--- src/rtl/global_pkg.sv ---
// Shared project types.
// Byte-wide datapath type used across the P03 design.
package global_pkg;

  typedef logic [7:0] data_t;

endpackage

--- src/rtl/uart_ctrl_pkg.sv ---
// UART frame controller types and defaults.
// FSM encodings plus framing bytes and derived widths.
package uart_ctrl_pkg;

  localparam int MAX_LEN_DEF  = 8;
  localparam int TX_DEPTH_DEF = 8;

  localparam logic [7:0] SOF_DEF = 8'hFE;
  localparam logic [7:0] EOF_DEF = 8'hEF;

  typedef logic [$clog2(MAX_LEN_DEF+1)-1:0] len_t;
  typedef logic [$clog2(TX_DEPTH_DEF)-1:0]  ptr_t;

  typedef enum logic [2:0] {
    R_IDLE,
    R_LEN,
    R_CMD,
    R_PAY,
    R_EOF,
    R_HOLD
  } rx_state_e;

  typedef enum logic [1:0] {
    T_IDLE,
    T_START,
    T_WAIT_HI,
    T_WAIT_LO
  } tx_state_e;

endpackage

--- src/rtl/uart_tx_fifo.sv ---
// Synchronous byte FIFO feeding the UART transmitter.
// Head is read combinationally; push and pop may coincide.
module uart_tx_fifo
  import global_pkg::*;
#(
  parameter int TX_DEPTH = 8
) (
  input  logic  clk,
  input  logic  rst,
  input  logic  push_i,
  input  data_t din_i,
  input  logic  pop_i,
  output data_t dout_o,
  output logic  full_o,
  output logic  empty_o
);

  localparam int PW = $clog2(TX_DEPTH);
  localparam int CW = PW + 1;

  data_t         mem_q [TX_DEPTH];
  logic [PW-1:0] wr_q, wr_d;
  logic [PW-1:0] rd_q, rd_d;
  logic [CW-1:0] cnt_q, cnt_d;
  logic          do_push;
  logic          do_pop;

  assign full_o  = (cnt_q == CW'(TX_DEPTH));
  assign empty_o = (cnt_q == '0);
  assign do_push = push_i && !full_o;
  assign do_pop  = pop_i && !empty_o;
  assign dout_o  = mem_q[rd_q];

  // Pointer and occupancy next-state; pointers wrap at depth.
  always_comb begin
    wr_d  = wr_q;
    rd_d  = rd_q;
    cnt_d = cnt_q;
    if (do_push) wr_d = wr_q + 1'b1;
    if (do_pop)  rd_d = rd_q + 1'b1;
    unique case ({do_push, do_pop})
      2'b10:   cnt_d = cnt_q + 1'b1;
      2'b01:   cnt_d = cnt_q - 1'b1;
      default: cnt_d = cnt_q;
    endcase
  end

  // Pointer and occupancy registers.
  always_ff @(posedge clk) begin
    if (rst) begin
      wr_q  <= '0;
      rd_q  <= '0;
      cnt_q <= '0;
    end else begin
      wr_q  <= wr_d;
      rd_q  <= rd_d;
      cnt_q <= cnt_d;
    end
  end

  // Storage array; contents need no reset.
  always_ff @(posedge clk) begin
    if (do_push) mem_q[wr_q] <= din_i;
  end

endmodule

--- src/rtl/uart_frame_ctrl.sv ---
// Frame-level UART controller: RX frame parser with payload
// buffer and held command, TX byte queue paced on UART busy.
module uart_frame_ctrl
  import global_pkg::*;
  import uart_ctrl_pkg::*;
#(
  parameter int    MAX_LEN  = MAX_LEN_DEF,
  parameter int    TX_DEPTH = TX_DEPTH_DEF,
  parameter data_t SOF      = SOF_DEF,
  parameter data_t EOF      = EOF_DEF
) (
  input  logic                         clk,
  input  logic                         rst,
  input  logic                         rx_interrupt,
  input  logic                         parity_err,
  input  data_t                        rx_data,
  output logic                         clear_interrupt,
  output logic                         transmit,
  output data_t                        tx_data,
  input  logic                         working,
  output logic                         cmd_valid,
  output logic [7:0]                   cmd,
  output logic [$clog2(MAX_LEN+1)-1:0] cmd_len,
  input  logic [$clog2(MAX_LEN)-1:0]   rd_addr,
  output logic [7:0]                   rd_data,
  input  logic                         cmd_done,
  input  logic                         tx_push,
  input  logic [7:0]                   tx_byte,
  output logic                         tx_full,
  output logic                         tx_idle,
  output logic                         frame_err
);

  localparam int    LW        = $clog2(MAX_LEN+1);
  localparam int    AW        = $clog2(MAX_LEN);
  localparam data_t MAX_LEN_B = data_t'(MAX_LEN);

  rx_state_e     rx_q, rx_d;
  tx_state_e     tx_q, tx_d;
  logic [LW-1:0] len_q, len_d;
  logic [LW-1:0] idx_q, idx_d;
  logic [LW-1:0] idx_nx;
  data_t         cmd_q, cmd_d;
  data_t         pay_q [MAX_LEN];
  data_t         txd_q, txd_d;
  logic          clr_q;
  logic          err_q, err_d;
  logic          accept;
  logic          wr_en;
  logic          pop;
  logic          fifo_empty;
  data_t         fifo_dout;

  // A held interrupt is taken once; the clear pulse masks it.
  assign accept = rx_interrupt && !clr_q;
  assign idx_nx = idx_q + 1'b1;

  assign clear_interrupt = clr_q;
  assign frame_err       = err_q;
  assign cmd_valid       = (rx_q == R_HOLD);
  assign cmd             = cmd_q;
  assign cmd_len         = len_q;
  assign rd_data         = (32'(rd_addr) < MAX_LEN) ?
                           pay_q[rd_addr] : '0;
  assign transmit        = (tx_q == T_START);
  assign tx_data         = txd_q;
  assign tx_idle         = fifo_empty && (tx_q == T_IDLE);

  // RX frame parser next-state.
  always_comb begin
    rx_d  = rx_q;
    len_d = len_q;
    idx_d = idx_q;
    cmd_d = cmd_q;
    err_d = 1'b0;
    wr_en = 1'b0;
    if (accept) begin
      if (rx_q != R_HOLD && parity_err) begin
        err_d = 1'b1;
        rx_d  = R_IDLE;
      end else begin
        unique case (rx_q)
          R_IDLE: begin
            if (rx_data == SOF) rx_d = R_LEN;
          end
          R_LEN: begin
            if (rx_data > MAX_LEN_B) begin
              err_d = 1'b1;
              rx_d  = R_IDLE;
            end else begin
              len_d = rx_data[LW-1:0];
              idx_d = '0;
              rx_d  = R_CMD;
            end
          end
          R_CMD: begin
            cmd_d = rx_data;
            rx_d  = (len_q != '0) ? R_PAY : R_EOF;
          end
          R_PAY: begin
            wr_en = 1'b1;
            idx_d = idx_nx;
            if (idx_nx == len_q) rx_d = R_EOF;
          end
          R_EOF: begin
            if (rx_data == EOF) begin
              rx_d = R_HOLD;
            end else begin
              err_d = 1'b1;
              rx_d  = R_IDLE;
            end
          end
          R_HOLD: err_d = 1'b1;
          default: rx_d = R_IDLE;
        endcase
      end
    end
    if (rx_q == R_HOLD && cmd_done) rx_d = R_IDLE;
  end

  // RX registers, interrupt clear pulse and payload buffer.
  always_ff @(posedge clk) begin
    if (rst) begin
      rx_q  <= R_IDLE;
      len_q <= '0;
      idx_q <= '0;
      cmd_q <= '0;
      clr_q <= 1'b0;
      err_q <= 1'b0;
      for (int i = 0; i < MAX_LEN; i++) pay_q[i] <= '0;
    end else begin
      rx_q  <= rx_d;
      len_q <= len_d;
      idx_q <= idx_d;
      cmd_q <= cmd_d;
      clr_q <= accept;
      err_q <= err_d;
      if (wr_en) pay_q[idx_q[AW-1:0]] <= rx_data;
    end
  end

  uart_tx_fifo #(
    .TX_DEPTH (TX_DEPTH)
  ) u_fifo (
    .clk     (clk),
    .rst     (rst),
    .push_i  (tx_push),
    .din_i   (tx_byte),
    .pop_i   (pop),
    .dout_o  (fifo_dout),
    .full_o  (tx_full),
    .empty_o (fifo_empty)
  );

  // TX sequencer next-state: pop, pulse, wait busy high then low.
  always_comb begin
    tx_d  = tx_q;
    txd_d = txd_q;
    pop   = 1'b0;
    unique case (tx_q)
      T_IDLE: begin
        if (!fifo_empty && !working) begin
          pop   = 1'b1;
          txd_d = fifo_dout;
          tx_d  = T_START;
        end
      end
      T_START:   tx_d = T_WAIT_HI;
      T_WAIT_HI: if (working) tx_d = T_WAIT_LO;
      T_WAIT_LO: if (!working) tx_d = T_IDLE;
      default:   tx_d = T_IDLE;
    endcase
  end

  // TX sequencer state and outgoing byte register.
  always_ff @(posedge clk) begin
    if (rst) begin
      tx_q  <= T_IDLE;
      txd_q <= '0;
    end else begin
      tx_q  <= tx_d;
      txd_q <= txd_d;
    end
  end

endmodule

--- config.mk ---
export PLATFORM = sky130hd
export DESIGN_NAME = uart_frame_ctrl
export DESIGN_NICKNAME = d
export VERILOG_FILES = /design/src/rtl/global_pkg.sv /design/src/rtl/uart_ctrl_pkg.sv /design/src/rtl/uart_tx_fifo.sv /design/src/rtl/uart_frame_ctrl.sv
export SDC_FILE = /design/constraint.sdc
export NUM_CORES = 1
export LEC_CHECK = 0
export CAP_MARGIN = 20
export CORE_AREA = 2 2 166 168
export CTS_BUF_LIST = sky130_fd_sc_hd__clkbuf_16
export DETAILED_ROUTE_END_ITERATION = 8
export DIE_AREA = 0 0 168 170
export GPL_TIMING_DRIVEN = 0
export SYNTH_ARGS = -nofsm -noshare
export SYNTH_HDL_FRONTEND = slang
export SYNTH_SLANG_ARGS = --single-unit
--- constraint.sdc ---
create_clock -name clk -period 4.6 [get_ports clk]
set_input_delay 0.46 -clock clk [delete_from_list [all_inputs] [get_ports clk]]
set_output_delay 0.46 -clock clk [all_outputs]
set_load 0.05 [all_outputs]
## Word-level counts from Yosys, hierarchy flattened

Memory sizes are Yosys's and may differ from the RTL's. A register that Yosys moved wholly into a read port is not among the register bits.
Index checks and enable logic that the tools add are counted.

| word-level totals | value |
|---|---|
| ROM bits | 0 |
| RAM bits | 128 |
| output and inout port bits | 34 |
| memories | 2 |
| input bits | 26 |
| bits in registers | 33 |
| bits in latches | 0 |

| cells by class | value |
|---|---|
| add/sub/neg operators | 5 |
| order comparisons | 1 |
| shift-type cells | 0 |
| bitwise operators | 3 |
| multipliers | 0 |
| equal/unequal tests | 22 |
| reductions and logical operators | 26 |
| divide/modulo/power cells | 0 |
| muxes and demuxes | 33 |

Memory list:

| memory | words | bits a word | read ports | clocked after memory_dff | write ports | RTL line | source |
|---|---|---|---|---|---|---|---|
| pay_q | 8 | 8 | 1 | 0 | 8 | uart_frame_ctrl.sv:44 | `data_t pay_q [MAX_LEN];` |
| u_fifo.mem_q | 8 | 8 | 1 | 1 | 1 | uart_tx_fifo.sv:21 | `data_t mem_q [TX_DEPTH];` |

Operator list:

| operator | number |
|---|---|
| 3-bit 2-to-1 mux | 6 |
| 3-bit case mux with 6 select lines | 1 |
| 8-bit == test (second input constant) | 2 |
| 1-bit 2-to-1 mux | 16 |
| 4-bit case mux with 2 select lines | 2 |
| 4-bit AND reduction | 3 |
| 3-bit != test (second input constant) | 3 |
| 4-bit by 1-bit adder with 4-bit output (second input constant) | 2 |
| 8-bit by 4-bit greater-than comparator with 1-bit output (second input constant) | 1 |
| 2-bit 2-to-1 mux | 4 |
| 8-bit 2-to-1 mux | 1 |
| 2-bit case mux with 4 select lines | 1 |
| 8-bit OR reduction | 1 |
| 1-bit logical AND | 7 |
| 3-bit by 1-bit adder with 3-bit output (second input constant) | 2 |
| 2-bit == test (second input constant) | 3 |
| 3-bit by 2-bit == test with 1-bit output (second input constant) | 2 |
| 3-bit == test (second input constant) | 2 |
| 2-bit != test (second input constant) | 3 |
| 3-bit AND reduction | 2 |
| 2-bit by 1-bit == test with 1-bit output (second input constant) | 2 |
| 4-bit == test | 1 |
| 4-bit == test (second input constant) | 1 |
| 1-bit zero test | 4 |
| other kinds (13) | 18 |

## Logic depth before layout (Yosys ltp)

Gate-level depths: netlist of the first run.

| logic depth | value |
|---|---|
| depth in word-level cells | 9 |
| mapped depth | 11 |
| mapped depth without buffers | 10 |

## Modules after synthesis

Synthesis of the first run repeated with hierarchy kept, for this count alone.

| unflattened totals | value |
|---|---|
| cell total of the unflattened synthesis | 528 |
| area total of the unflattened synthesis | 7797.5 um2 |

Modules (own cells, without submodules):

| module | times used | cells each | seq. area each (um2) | area an instance (um2) |
|---|---|---|---|---|
| uart_frame_ctrl | 1 | 361 | 2542.4 | 4645.7 |
| uart_tx_fifo | 1 | 167 | 2182.1 | 3151.8 |

## Least setup slack after synthesis of the first run

OpenSTA, ideal clock, no wires.

| timing path | value |
|---|---|
| kind | input -> output |
| from | in rd_addr[0] |
| to | out rd_data[0] |
| buffers on the path | 2 |
| data required time | 4.140 ns |
| arrival time | 2.087 ns |
| stages on the path | 4 |
| path slack | 2.053 ns |
| path through | clkbuf_1 > buf_2 > mux4_2 > mux2_2 |

| between the ends | value |
|---|---|
| cells in the longest elaborated chain, start to end | 1 |

RTL lines:

| element | RTL line | source |
|---|---|---|
| from (decl) | uart_frame_ctrl.sv:24 | `input logic [$clog2(MAX_LEN)-1:0] rd_addr,` |
| memory 8 x 8 bit | n/a |  |
| to (decl) | uart_frame_ctrl.sv:25 | `output logic [7:0] rd_data,` |

No other way between the ends.

## Final worst setup path of the first run

| timing path | value |
|---|---|
| from | in rd_addr[0] |
| to | out rd_data[1] |

Same word-level chain as after synthesis.

==> out/qor.log, run 1 <==
qor: grt.pin_count_of_the_biggest_net_entering_global_routing 17
qor: route.final_routed_wirelength_across_all_metal_layers 17000 um
qor: synthesis.synth_edf_count 128
qor: sta.holdWs 0.456 ns
qor: place.rd_place_congestion 0.788
qor: power.leak_pwr 2.98 nW
qor: cells_and_area.n_fill_cell 2592
qor: clock_network.post_cts.resized_instances 0
qor: synthesis.postSynth.asyncResetShare 0
qor: place.dp.final_hpwl 11800 um
qor: route.ant_nets 0
qor: cells_and_area.final_nets 645
qor: setup_path.cpMaxStageDelayCell sky130_fd_sc_hd__clkdlybuf4s50_1
qor: die.core-area 26700 um^2
qor: clock_network.htree_num_levels 4
qor: min_path.timing.hold.worst.class register to register
qor: die.die_area 28600 um^2
qor: sta.fin_ws 1.22 ns
qor: setup_path.r2r_setup_slack 1.65 ns
qor: synthesis.yosys_most_used_dff sky130_fd_sc_hd__edfxtp_1
qor: synthesis.synthDominantAreaCellType sky130_fd_sc_hd__edfxtp_1
qor: sta.period_minus_ws_final 3.38 ns
qor: setup_path.cp-start-kind input pin
qor: power.cellPowerDensity 459 nW/um^2
qor: route.vias_post_dr 4427
qor: setup_path.setup.worst_path.start rd_addr[0]
qor: synthesis.flop_and_latch_count_out_of_synthesis 169
qor: synthesis.yosys_warnings 0
qor: die.dieWidth 168 um
qor: setup_path.critical_path.n_buffers_inverters 3
qor: synthesis.syn-instance-count 531
qor: sta.slew-limit-headroom 0.367
qor: clock_network.cts.root.buffer_cell sky130_fd_sc_hd__clkbuf_16
qor: setup_path.critPathCaptureType output pin
qor: route.drt-vias-per-instance 4.60
qor: setup_path.worst_r2r_path_depth 11
qor: sta.timing.final.crit_share 0.734
qor: cells_and_area.post_route_core_utilization 0.339
qor: setup_path.setup.worst_path.end rd_data[1]
qor: clock_network.cts.repair_timing.setup_buffer_count 0
qor: cells_and_area.sequential_cell_area 4660 um^2
qor: power.vdd_ir_drop_max 0.368 mV
qor: sta.maximum_clock_rate 296 MHz
qor: sta.setup_viol_count_final 0
qor: cells_and_area.area_growth 21.5%
qor: synthesis.ys_seq_area_frac 0.628
qor: setup_path.worst_path_largest_cell_delay 0.71 ns
qor: grt.first_global_vias 4516
qor: setup_path.critical_path_class input pin to output pin
qor: setup_path.rr_startpoint tx_q[0]$_SDFFE_PP0P_
qor: clock_network.number_of_buffers_created_by_cts 17
qor: grt.grtUsageTotal 0.123
qor: clock_network.path_clk_slew 0.06 ns
qor: setup_path.critical_path_cell_count 5
qor: route.drt_drc_violations_left 0
qor: status.run_status completed
qor: clock_network.tritoncts built
qor: clock_network.clk_path_buf_depth 2
qor: sta.setup-tns-final 0 ns
qor: setup_path.worst_ep_required_time 4.14 ns
qor: clock_network.insertion_delay 0.42 ns
qor: sta.tightest_pin_transition 0.946 ns
qor: sta.skew 0.00880 ns
qor: grt.global_route_wire_length_before_repair 26300 um
qor: synthesis.synth.net_count 569
qor: clock_network.ctsHoldBuffers 0
qor: sta.grt_setup_unrepaired false
qor: route.detail_route.wl_per_cell 17.6 um
qor: die.io_pins 60
qor: route.drt_pre_antenna_iters 4
qor: cells_and_area.multi_input_comb_area 2610 um^2
qor: place.post_placement_worst_setup_slack 1.16 ns
qor: setup_path.reg2reg_to u_fifo.cnt_q[3]$_SDFFE_PP0P_
qor: sta.report.final.hold_viol_count 0
qor: die.floorplan.initialDensity 0.279
qor: clock_network.cts_num_sinks 169
qor: cells_and_area.drive_gt1_frac 0.168
qor: die.fp-row-count 60
qor: setup_path.crit_chain clkbuf_1 > buf_2 > mux4_2 > mux2_2 > clkdlybuf4s50_1
qor: synthesis.synthDistinctLibCells 52
qor: route.drt_iter0_drc 246
qor: synthesis.postSynthAreaPerCell 14.0 um^2
qor: sta.timing_max_transition_violations_final 0
qor: setup_path.path_max_fanout 10
qor: place.numPortBuffers 56
qor: synthesis.synth_largest_type_area_fraction 0.518
qor: die.floorplan.die.height 170 um
qor: power.p_total 0.00414 W
qor: flow_run.cap_violations 0
qor: setup_path.crit_arrival 2.92 ns
qor: synthesis.synth_top_cells_by_area sky130_fd_sc_hd__edfxtp_1, sky130_fd_sc_hd__dfxtp_1, sky130_fd_sc_hd__mux4_2
qor: grt.overflow 0
qor: synthesis.mappedNetlistArea 7430 um^2
qor: grt.antenna_found_initial 2
qor: setup_path.critical-path-top-delay-family buffers and inverters
[cell usage in the layout (no fill, tap or decap), types with 3 or more instances in the layout]
master and n:
sky130_fd_sc_hd__edfxtp_1 128, sky130_fd_sc_hd__and2_1 59, sky130_fd_sc_hd__clkdlybuf4s50_1 56, sky130_fd_sc_hd__dfxtp_1 41, sky130_fd_sc_hd__mux4_2 32, sky130_fd_sc_hd__nor2_1 32, sky130_fd_sc_hd__nand2_1 29, sky130_fd_sc_hd__a21oi_1 25
sky130_fd_sc_hd__clkbuf_1 23, sky130_fd_sc_hd__clkbuf_16 17, sky130_fd_sc_hd__nand3_1 15, sky130_fd_sc_hd__mux2i_1 12, sky130_fd_sc_hd__ha_1 11, sky130_fd_sc_hd__or2_2 10, sky130_fd_sc_hd__a211oi_1 10, sky130_fd_sc_hd__inv_1 9
sky130_fd_sc_hd__nor3_1 9, sky130_fd_sc_hd__buf_2 8, sky130_fd_sc_hd__mux2_2 8, sky130_fd_sc_hd__nand2b_1 7, sky130_fd_sc_hd__xor2_1 7, sky130_fd_sc_hd__nor4_1 6, sky130_fd_sc_hd__nor3_2 5, sky130_fd_sc_hd__xnor2_1 5
sky130_fd_sc_hd__clkinvlp_4 4, sky130_fd_sc_hd__buf_1 3, sky130_fd_sc_hd__nor2_2 3, sky130_fd_sc_hd__nand4_1 3, sky130_fd_sc_hd__clkinv_4 3, sky130_fd_sc_hd__clkinv_1 3
[power breakdown]
part           internal (W)  total, W  switching, W
Sequential          0.00175   0.00182     0.0000665
Clock              0.000798   0.00140      0.000605
Combinational      0.000373  0.000925      0.000551
[cell usage after synthesis (2+ instances only)]
library cell               number
sky130_fd_sc_hd__ha_1          11
sky130_fd_sc_hd__mux2i_1       12
sky130_fd_sc_hd__xor2_1         7
sky130_fd_sc_hd__xnor2_1        5
sky130_fd_sc_hd__nor2_2         3
sky130_fd_sc_hd__dfxtp_1       41
sky130_fd_sc_hd__inv_1          9
sky130_fd_sc_hd__or2_2         10
sky130_fd_sc_hd__edfxtp_1     128
sky130_fd_sc_hd__nand4_1        3
sky130_fd_sc_hd__nor3_1        13
sky130_fd_sc_hd__o21ai_0        2
sky130_fd_sc_hd__and2_1        59
sky130_fd_sc_hd__nand2_1       29
sky130_fd_sc_hd__or3_1          2
sky130_fd_sc_hd__clkbuf_1      23
sky130_fd_sc_hd__buf_1          3
sky130_fd_sc_hd__nand3_1       15
sky130_fd_sc_hd__mux4_2        32
sky130_fd_sc_hd__or4_1          2
sky130_fd_sc_hd__buf_2          8
sky130_fd_sc_hd__nor2_1        32
sky130_fd_sc_hd__nand2b_1       7
sky130_fd_sc_hd__mux2_2         8
sky130_fd_sc_hd__a211oi_1      10
sky130_fd_sc_hd__a21oi_1       25
sky130_fd_sc_hd__nor4_1         7
[worst register-to-register path, cell delays in order, from the launching register on]
cell                       delay (ns)
sky130_fd_sc_hd__dfxtp_1         0.33
sky130_fd_sc_hd__inv_1           0.13
sky130_fd_sc_hd__ha_1            0.22
sky130_fd_sc_hd__nor3b_1         0.28
sky130_fd_sc_hd__clkbuf_1        0.53
sky130_fd_sc_hd__ha_1            0.30
sky130_fd_sc_hd__ha_1            0.24
sky130_fd_sc_hd__a21o_1          0.17
sky130_fd_sc_hd__a21oi_1         0.16
sky130_fd_sc_hd__xnor2_1         0.09
sky130_fd_sc_hd__or3_1           0.30
sky130_fd_sc_hd__a21oi_1         0.13
[worst min path at each step]
stage                            endpoint  depth (start not counted)             startpoint  slack [ns]
global route          cmd[3]$_SDFFE_PP0P_                          2    cmd[3]$_SDFFE_PP0P_        0.47
global placement      cmd[6]$_SDFFE_PP0P_                          2    cmd[6]$_SDFFE_PP0P_        0.45
CTS                   cmd[3]$_SDFFE_PP0P_                          2    cmd[3]$_SDFFE_PP0P_        0.46
finish                cmd[3]$_SDFFE_PP0P_                          2    cmd[3]$_SDFFE_PP0P_        0.46
floorplan           idx_q[3]$_SDFFE_PP0P_                          2  idx_q[3]$_SDFFE_PP0P_        0.46
detailed placement    cmd[1]$_SDFFE_PP0P_                          2    cmd[1]$_SDFFE_PP0P_        0.45
[stage by stage]
step	cell area, um^2	std cells
after global placement	8410	928
after global routing	9020	961
final	9020	962
after CTS	9020	961
after detailed placement	8450	929
after floorplan	7430	531
[layer usage]
layer  global-route usage  up-vias  routed length, um
li1                     -     2133                  -
met1                0.149     2188               7110
met2                0.220       93               8840
met3               0.0344       11                881
met4               0.0250        2                123
met5                    0        -                 16
[sequential cells by signal (all words and copies together), names as in the netlist, 2 cells and up]
register and cells:
idx_q 4, tx_data 8, u_fifo.wr_q 3, u_fifo.cnt_q 4, cmd 8, pay_q 64, tx_q 2, u_fifo.mem_q 64
cmd_len 4, rx_q 3, u_fifo.rd_q 3
[cell families (layout without fill, tap and decap cells)]
logic type,after synthesis,in the layout,share of synthesized area
AOI/OAI and AO/OA,50,50,0.0445
other,0,1,0
and+or+nand+nor,192,192,0.143
adders and majority gates,12,12,0.0212
buffers and inverters,44,133,0.0241
DFF,169,169,0.628
xor gates and xnor gates,12,12,0.0142
muxes,52,52,0.125
[area by class of cell]
| type | instances | share of cell area |
|---|---|---|
| clock buffers | 17 | 0.0471 |
| diodes | 1 | 0.000277 |
| clock inverters | 15 | 0.0166 |
| well taps | 341 | 0.0473 |
| repair buffers | 57 | 0.0629 |
| plain buffers | 35 | 0.0161 |
| multi-input cells | 318 | 0.289 |
| inverters | 9 | 0.00374 |
| flip-flops and latches | 169 | 0.517 |
No activity file was read; power rests on OpenSTA's default activity.
==> run 2, diff against run 1 <==
==> constraint.sdc (replaced) <==
create_clock -name clk -period 2.9 [get_ports clk]
set_input_delay 0.29 -clock clk [delete_from_list [all_inputs] [get_ports clk]]
set_output_delay 0.29 -clock clk [all_outputs]
set_load 0.05 [all_outputs]
==> out/qor.log, run 2 (synthesis gave the netlist of run 1 again) <==
qor: route.final_routed_wirelength_across_all_metal_layers 17000 um [about the same]
qor: setup_path.reg2reg_to u_fifo.cnt_q[3]$_SDFFE_PP0P_
qor: die.core-area 26700 um^2 [unchanged]
qor: route.drt_drc_violations_left 0 [unchanged]
qor: sta.report.final.hold_viol_count 0 [unchanged]
qor: grt.first_global_vias 4516 [unchanged]
qor: setup_path.crit_chain clkbuf_2 > buf_4 > mux4_2 > mux2_2 > clkdlybuf4s50_1
qor: route.drt_iter0_drc 249 [+1.2%]
qor: setup_path.critical_path_class input pin to output pin
qor: grt.global_route_wire_length_before_repair 26300 um [unchanged]
qor: route.ant_nets 0 [unchanged]
qor: die.fp-row-count 60 [unchanged]
qor: min_path.hold-path-endpoint cmd[3]$_SDFFE_PP0P_
qor: sta.timing.final.crit_share 0.927
qor: setup_path.crit_arrival 2.40 ns [-0.52 ns]
qor: cells_and_area.final_nets 645 [unchanged]
qor: place.numPortBuffers 56 [unchanged]
qor: grt.antenna_found_initial 2 [unchanged]
qor: setup_path.cpMaxStageDelayCell sky130_fd_sc_hd__clkdlybuf4s50_1
qor: clock_network.cts.root.buffer_cell sky130_fd_sc_hd__clkbuf_16
qor: min_path.holdPathStages 2 [unchanged]
qor: die.dieWidth 168 um [unchanged]
qor: cells_and_area.commonest_non_fill_non_tap_cells_in_the_layout sky130_fd_sc_hd__edfxtp_1, sky130_fd_sc_hd__and2_1, sky130_fd_sc_hd__clkdlybuf4s50_1
qor: cells_and_area.drive_gt1_frac 0.173 [+0.00484]
qor: setup_path.worst_r2r_path_depth 11 [unchanged]
qor: route.detail_route.wl_per_cell 17.6 um [about the same]
qor: grt.overflow 0 [unchanged]
qor: clock_network.cts.repair_timing.setup_buffer_count 0 [unchanged]
qor: clock_network.path_clk_slew 0.06 ns [about the same]
qor: clock_network.ctsHoldBuffers 0 [unchanged]
qor: sta.period_minus_ws_final 2.69 ns
qor: setup_path.path_max_fanout 10 [unchanged]
qor: setup_path.worst_path_largest_cell_delay 0.71 ns [about the same]
qor: die.floorplan.initialDensity 0.279 [unchanged]
qor: power.leak_pwr 3.00 nW [+0.38%]
qor: grt.grtUsageTotal 0.123 [unchanged]
qor: clock_network.htree_num_levels 4 [unchanged]
qor: min_path.timing.hold.worst.class register to register
qor: sta.setup_viol_count_final 0 [unchanged]
qor: clock_network.insertion_delay 0.42 ns [about the same]
qor: cells_and_area.post_route_core_utilization 0.339 [about the same]
qor: flow_run.cap_violations 0 [unchanged]
qor: cells_and_area.area_growth 21.6% [about the same]
qor: route.drt-vias-per-instance 4.59 [-0.23%]
qor: die.die_area 28600 um^2 [unchanged]
qor: clock_network.clk_path_buf_depth 2 [unchanged]
qor: sta.skew 0.00872 ns [-0.0000793 ns]
qor: power.vdd_ir_drop_max 0.583 mV [+59%]
qor: status.run_status completed
qor: setup_path.cp-start-kind input pin
qor: sta.tightest_pin_transition 0.946 ns [-0.000353 ns]
qor: clock_network.tritoncts built
qor: grt.pin_count_of_the_biggest_net_entering_global_routing 17 [unchanged]
qor: die.io_pins 60 [unchanged]
qor: sta.grt_setup_unrepaired false
qor: cells_and_area.top_regs pay_q x64, u_fifo.mem_q x64
qor: setup_path.worst_ep_required_time 2.61 ns [-1.53 ns]
qor: setup_path.rr_startpoint tx_q[0]$_SDFFE_PP0P_
qor: route.drt_pre_antenna_iters 4 [unchanged]
qor: clock_network.post_cts.resized_instances 4 [+4]
qor: die.floorplan.die.height 170 um [unchanged]
qor: setup_path.critPathCaptureType output pin
qor: place.rd_place_congestion 0.788 [unchanged]
qor: clock_network.number_of_buffers_created_by_cts 17 [unchanged]
qor: sta.holdWs 0.456 ns [unchanged]
qor: setup_path.setup.worst_path.start rd_addr[0]
qor: cells_and_area.final_common_cell sky130_fd_sc_hd__edfxtp_1
qor: power.cellPowerDensity 728 nW/um^2 [+59%]
qor: place.dp.final_hpwl 11800 um [unchanged]
qor: min_path.worstHoldStart cmd[3]$_SDFFE_PP0P_
qor: cells_and_area.n_fill_cell 2592 [unchanged]
qor: sta.maximum_clock_rate 372 MHz
qor: sta.timing_max_transition_violations_final 0 [unchanged]
qor: route.vias_post_dr 4417 [-0.23%]
qor: setup_path.r2r_setup_slack 0.21 ns [-1.44 ns]
qor: sta.slew-limit-headroom 0.367 [about the same]
qor: clock_network.cts_num_sinks 169 [unchanged]
[run 2: cell count changes in the layout (fill, tap and decap cells not counted)]
cell and change:
sky130_fd_sc_hd__clkbuf_1 -3, sky130_fd_sc_hd__a21boi_1 +1, sky130_fd_sc_hd__buf_4 +1, sky130_fd_sc_hd__a21boi_0 -1, sky130_fd_sc_hd__clkbuf_2 +2
[run 2: where the power goes]
group          switching (W)  leakage (nW)  internal [W]
Sequential          0.000105          1.54       0.00277
Combinational       0.000876          1.19      0.000595
Clock               0.000960         0.268       0.00127
[run 2: per-layer routing]
layer	wire [um]	global-route usage	part of all wire
met4	123	0.0250	0.0072
met3	896	0.0344	0.053
met5	16	0	0.00094
met2	8830	0.220	0.52
met1	7100	0.149	0.42
[run 2: worst max path at each step]
stage                                              end  slack (ns)  cells after the start
after global placement    u_fifo.mem_q[0][3]$_DFFE_PP_       -0.81                      4
after global routing      u_fifo.cnt_q[3]$_SDFFE_PP0P_       0.009                     11
after floorplan           u_fifo.cnt_q[3]$_SDFFE_PP0P_        0.42                     11
final                                       rd_data[1]        0.21                      5
after CTS                 u_fifo.cnt_q[3]$_SDFFE_PP0P_       0.007                     10
after detailed placement  u_fifo.cnt_q[3]$_SDFFE_PP0P_       -0.24                     10
[run 2: stage by stage]
step | instance area, um^2 | total power, W | TNS [ns] | setup WS, ns | instances
2_1_floorplan | 7430 | 0.00395 | 0 | 0.415 | 531
3_3_place_gp | 8410 | 0.00439 | -18.60 | -0.815 | 928
3_5_place_dp | 8450 | 0.00442 | -1.66 | -0.243 | 929
4_1_cts | 9030 | 0.00663 | 0 | 0.00719 | 961
5_1_grt | 9030 | 0.00686 | 0 | 0.00868 | 961
6_report | 9030 | 0.00658 | 0 | 0.212 | 962
[run 2: worst max-delay path: cells and delay by family]
family                 cells  cell delay [ns]
buffers and inverters      3             1.25
multiplexers               2             0.84
[run 2: final cells by class]
cell class                      instances  area, um^2  area share
Sequential cell                       169        4660       0.516
Multi-Input combinational cell        318        2610       0.289
Timing Repair Buffer                   57         568      0.0629
Tap cell                              341         427      0.0472
Clock buffer                           17         425      0.0471
Buffer                                 35         151      0.0168
Clock inverter                         15         150      0.0166
Inverter                                9        33.8     0.00374
Antenna cell                            1        2.50    0.000277
==> run 3, diff against run 2 <==
--- a/config.mk
+++ b/config.mk
@@ -5,6 +5,7 @@
 export SDC_FILE = /design/constraint.sdc
 export NUM_CORES = 1
 export LEC_CHECK = 0
+export ABC_AREA = 0
 export CAP_MARGIN = 20
 export CORE_AREA = 2 2 166 168
 export CTS_BUF_LIST = sky130_fd_sc_hd__clkbuf_16
==> results of run 3 <==
No change in the layout: final DEF, timing and power equal those of run 2.
